## src/rtl/bit_serial_addsub_if.sv

```systemverilog
// Operand/result bundle between the operand latches and the bit-serial adder/subtractor.
// The master side issues start/sub/a/b; the slave side returns status and the parallel result.
interface bit_serial_addsub_if #(
  parameter int WIDTH = 8
);
  logic             start;
  logic             sub;
  logic [WIDTH-1:0] a;
  logic [WIDTH-1:0] b;
  logic             busy;
  logic             done;
  logic [WIDTH-1:0] y;
  logic             cout;
  logic             ovf;

  modport master (
    output start, sub, a, b,
    input  busy, done, y, cout, ovf
  );

  modport slave (
    input  start, sub, a, b,
    output busy, done, y, cout, ovf
  );
endinterface

```

## src/rtl/bit_serial_addsub.sv

```systemverilog
// Bit-serial two's-complement adder/subtractor that processes one bit per clock, LSB first.
// The parallel result, carry-out and signed overflow are published with a one-cycle done pulse.
module bit_serial_addsub #(
  parameter int WIDTH = 8
) (
  input logic                clk,
  input logic                rst,
  bit_serial_addsub_if.slave bus
);

  localparam int CNT_W = (WIDTH > 1) ? $clog2(WIDTH) : 1;
  localparam logic [CNT_W-1:0] LAST_BIT = CNT_W'(WIDTH - 1);

  typedef enum logic [1:0] {
    IDLE,
    RUN,
    DONE
  } state_t;

  state_t           state;
  logic [WIDTH-1:0] a_sh;
  logic [WIDTH-1:0] b_sh;
  logic [WIDTH-1:0] res_sh;
  logic [CNT_W-1:0] bit_cnt;
  logic             sub_l;
  logic             carry;
  logic             busy_r;
  logic             done_r;
  logic [WIDTH-1:0] y_r;
  logic             cout_r;
  logic             ovf_r;

  logic             a_bit;
  logic             b_bit;
  logic             sum_bit;
  logic             carry_next;
  logic [WIDTH-1:0] res_next;

  // Subtraction is A + ~B + 1: B is inverted bit by bit and the +1 enters as the initial carry.
  assign a_bit      = a_sh[0];
  assign b_bit      = b_sh[0] ^ sub_l;
  assign sum_bit    = a_bit ^ b_bit ^ carry;
  assign carry_next = (a_bit & b_bit) | (a_bit & carry) | (b_bit & carry);
  assign res_next   = {sum_bit, res_sh[WIDTH-1:1]};

  always_ff @(posedge clk or posedge rst) begin
    if (rst) begin
      state   <= IDLE;
      a_sh    <= '0;
      b_sh    <= '0;
      res_sh  <= '0;
      bit_cnt <= '0;
      sub_l   <= 1'b0;
      carry   <= 1'b0;
      busy_r  <= 1'b0;
      done_r  <= 1'b0;
      y_r     <= '0;
      cout_r  <= 1'b0;
      ovf_r   <= 1'b0;
    end else begin
      case (state)
        IDLE, DONE: begin
          done_r <= 1'b0;
          if (bus.start) begin
            a_sh    <= bus.a;
            b_sh    <= bus.b;
            sub_l   <= bus.sub;
            carry   <= bus.sub;
            bit_cnt <= '0;
            busy_r  <= 1'b1;
            state   <= RUN;
          end else begin
            busy_r <= 1'b0;
            state  <= IDLE;
          end
        end

        RUN: begin
          a_sh   <= {1'b0, a_sh[WIDTH-1:1]};
          b_sh   <= {1'b0, b_sh[WIDTH-1:1]};
          res_sh <= res_next;
          carry  <= carry_next;
          // On the MSB edge the carry register still holds the carry entering the MSB.
          if (bit_cnt == LAST_BIT) begin
            y_r    <= res_next;
            cout_r <= carry_next;
            ovf_r  <= carry ^ carry_next;
            busy_r <= 1'b0;
            done_r <= 1'b1;
            state  <= DONE;
          end else begin
            bit_cnt <= bit_cnt + 1'b1;
          end
        end

        default: begin
          busy_r <= 1'b0;
          done_r <= 1'b0;
          state  <= IDLE;
        end
      endcase
    end
  end

  assign bus.busy = busy_r;
  assign bus.done = done_r;
  assign bus.y    = y_r;
  assign bus.cout = cout_r;
  assign bus.ovf  = ovf_r;

endmodule

```

## src/flat_wrapper.sv

```systemverilog
// flat-port wrapper written by rule: the top's interface ports become plain ports
module bit_serial_addsub_flat 
#(
  parameter int WIDTH = 8
)
  (clk, rst, bus_start, bus_sub, bus_a, bus_b, bus_busy, bus_done, bus_y, bus_cout, bus_ovf);
  bit_serial_addsub_if #(.WIDTH(WIDTH)) bus_i ();
  input logic clk;
  input logic rst;
  input wire logic [$bits(bus_i.start)-1:0] bus_start;
  input wire logic [$bits(bus_i.sub)-1:0] bus_sub;
  input wire logic [$bits(bus_i.a)-1:0] bus_a;
  input wire logic [$bits(bus_i.b)-1:0] bus_b;
  output wire logic [$bits(bus_i.busy)-1:0] bus_busy;
  output wire logic [$bits(bus_i.done)-1:0] bus_done;
  output wire logic [$bits(bus_i.y)-1:0] bus_y;
  output wire logic [$bits(bus_i.cout)-1:0] bus_cout;
  output wire logic [$bits(bus_i.ovf)-1:0] bus_ovf;
  assign bus_i.start = bus_start;
  assign bus_i.sub = bus_sub;
  assign bus_i.a = bus_a;
  assign bus_i.b = bus_b;
  assign bus_busy = bus_i.busy;
  assign bus_done = bus_i.done;
  assign bus_y = bus_i.y;
  assign bus_cout = bus_i.cout;
  assign bus_ovf = bus_i.ovf;
  bit_serial_addsub #(.WIDTH(WIDTH)) u_core (.clk(clk), .rst(rst), .bus(bus_i));
endmodule
```

## config.mk

```make
export PLATFORM = sky130hd
export DESIGN_NAME = bit_serial_addsub_flat
export DESIGN_NICKNAME = d
export VERILOG_FILES = /design/src/rtl/bit_serial_addsub_if.sv /design/src/rtl/bit_serial_addsub.sv /design/src/flat_wrapper.sv
export SDC_FILE = /design/constraint.sdc
export NUM_CORES = 1
export LEC_CHECK = 0
export CAP_MARGIN = 5
export CORE_MARGIN = 1
export CORE_UTILIZATION = 51
export DETAILED_ROUTE_END_ITERATION = 16
export GPL_ROUTABILITY_DRIVEN = 0
export PLACE_DENSITY = 0.81
export SETUP_SLACK_MARGIN = 0.5
export SLEW_MARGIN = 15
export SYNTH_ARGS = -nofsm -noshare
export SYNTH_HDL_FRONTEND = slang
export SYNTH_SLANG_ARGS = --single-unit
```

## constraint.sdc

```tcl
create_clock -name clk -period 1.9 [get_ports clk]
set_input_delay 0.19 -clock clk [delete_from_list [all_inputs] [get_ports clk]]
set_output_delay 0.19 -clock clk [all_outputs]
set_load 0.01 [all_outputs]
```

==> results.toml <==
[routing]
drt_iter0_markers = 18
drt-pass1-iter-count = 4
wire_per_inst_um = 13.1
remaining_drc_errors = 0
routed-via-count = 1223
drt-total-wl_mm = 3.00
avgViaCountPerCell = 5.32
ant_nets = 0

[yosys]
synth_seq_area_share_pct = 59.0
syn_inst = 147
syn-num-nets = 170
synth.area.top_cells = "dfrtp_1 59%, mux2_2 6.5%, o22ai_1 5.0%"
ys_seq_elements = 41
ys_types = 26
synth_top_area_share_pct = 59.0
yosysTopAreaCell = "dfrtp_1"
netlist_area_mm2 = 0.00174
avgSynthCellArea_um2 = 11.8
ys.warnings.count = 0

[critical_path]
required_ns = 2.13
crit_path_start = "u_core.bit_cnt[0]"
cp-start-kind = "flip-flop"
crit_type = "flip-flop to flip-flop"
path_buf_inv = 0
ff2ff_path_depth = 4
arrival_ns = 1.60
crit_family = "flip-flops"
path_cells = "ha_2 -> ha_4 -> nand3b_4 -> mux2_2"
max_stage_delay_ns = 0.40
critical_path.max_fanout = 6
slowest_stage = "dfrtp_1"
reg2reg_from = "u_core.bit_cnt[0]"
cp.depth = 4
worstSetupEndpointType = "flip-flop"

[clock_network]
cts_made_buffers = 5
clkSlewWorstSetupHoldPaths_ns = 0.11
h-tree-depth = 2
hold_buffers = 0
cts_tree = "built"
cts_num_sinks = 41
clockBufferDepth = 2
insertion_delay_ns = 0.33
clockRootBuffer = "clkbuf_4"

[timing]
fin_crit_ns = 1.37
slew_headroom_pct = 66.7
rsz0062_at_grt = "true"
hold_viol_final = 0
maxSlewViolCount = 0
setup_viol = 0
fin_skew_ns = 0.00441
setup_tns_ns = 0
period_share_pct = 72.2
max_freq_ghz = 0.729
worstMarginPinSlew_ns = 0.499

[global_route]
grt_pass1_wl_mm = 5.14
grt_overflow = 0
antenna_found_initial = 0
grt_usage_pct = 19.2
grt_pass1_vias = 1219
grt_max_degree = 42

[die]
dieArea_mm2 = 0.00365
die_w_um = 60.4
ios = 32
core_area_mm2 = 0.00315
die_h_um = 60.4
start_util_pct = 55.1
row_count = 20

[cells_and_area]
area_growth_pct = 26.9
regArea_mm2 = 0.00103
layout_commonest_cell = "dfrtp_1"
multi_input_area_um2 = 641
n_fill_cell = 277
drive_gt1_share_pct = 19.9
fin_cells = 230
final_nets = 209
n_antenna_cell = 0
layout_common_cells = "39 x dfrtp_1, 19 x clkdlybuf4s50_1, 18 x inv_1, 15 x a21oi_1, 14 x o22ai_1"

[outcome]
status = "finished clean"

[power_and_ir_drop]
p_leak_nw = 1.08
powerDensity_mw_per_mm2 = 1550
ir_drop_mv = 0.776
finalPower_w = 0.00343

[worst_hold_path]
hp-class = "input port to asynchronous set/reset pin"

[placed_design]
hpwl_mm = 2.08
io_buffers = 31
numPlacedInstances = 217

[flow_run]
drv_cap = 0
worst min-delay path, stage by stage:
cell and delay, ns:
clkdlybuf4s50_1 0.39, inv_1 0.05, buf_4 0.43
per-stage QoR:
step                cell area (um2)  hold WS (ns)  utilization, %  setup slack, ns
finish                         2210         0.272            70.0            0.528
global route                   2210         0.295            70.0            0.461
CTS                            2170         0.277            68.9            0.520
detailed placement             2090         0.477            66.2            0.323
global placement               2090         0.474            66.2            0.379
floorplan                      1760         0.313               -            0.504
cell usage after synthesis:
cell type	number
mux2_2	10
o22ai_1	14
buf_2	5
nand2_1	10
nand2b_1	2
nor2_1	2
a32o_1	1
o21ai_0	5
a21oi_1	16
a22o_1	2
buf_4	1
xor2_1	2
xnor2_1	1
a21o_4	1
dfrtp_1	41
nand3_1	3
mux2i_1	1
nand3b_4	1
inv_1	18
o211ai_1	1
fa_1	1
ha_1	2
nor2b_1	1
mux2_4	3
o221ai_1	1
buf_6	2
per-layer routing:
metal | wire, um | vias to the layer above | global-route usage, %
li1 | - | 586 | -
met1 | 1300 | 598 | 22.9
met2 | 1520 | 34 | 34.1
met3 | 154 | 5 | 4.26
met4 | 27 | 0 | 6.64
met5 | 0 | - | 0
cell type report:
| class | instances | share of cell area (%) |
|---|---|---|
| Clock buffer | 7 | 2.50 |
| Inverter | 18 | 3.06 |
| Multi-Input combinational cell | 81 | 29.0 |
| Sequential cell | 41 | 46.6 |
| Tap cell | 44 | 2.50 |
| Timing Repair Buffer | 39 | 16.3 |
repair_timing:
action                                  CTS  global route
pin swaps                                 0             2
setup buffers                             3             2
gates cloned                              1             0
endpoints found under the setup margin   42            13
gates resized for setup                  16             6
logic make-up (layout without fill, tap and decap cells):
logic type	after synthesis	in the layout	share of synthesized area, %
AO/OA/AOI/OAI	41	41	14.5
XOR/XNOR	3	3	1.51
adder cells (fa/ha/maj)	3	3	2.59
buffers and inverters	26	64	7.05
flip-flops	41	41	59.0
multiplexers	14	14	9.65
AND/OR/NAND/NOR	19	20	5.69
final timing paths:
kind	slack (ns)	end
setup / recovery	0.53	u_core.bus.y[0]
hold reg to reg	0.49	u_core.bus.y[7]
hold / removal	0.27	u_core.bus.y[2]
min in group clk	0.45	u_core.sub_l
max in group asynchronous	1.26	u_core.state[0]
setup reg to reg	0.53	u_core.bus.y[0]
state kept, by name, summed over array words and instances (netlist names), 2 cells and up:
| register | flops |
|---|---|
| u_core.a_sh | 8 |
| u_core.b_sh | 8 |
| u_core.bus.y | 8 |
| u_core.res_sh | 7 |
| u_core.bit_cnt | 3 |
| u_core.state | 2 |
power breakdown:
part           switching, W  internal, W  leakage, nW
logic              0.000655     0.000797        0.552
registers          0.000268      0.00129        0.493
clock network      0.000247     0.000175       0.0314
No activity file was read; power rests on OpenSTA's default activity.
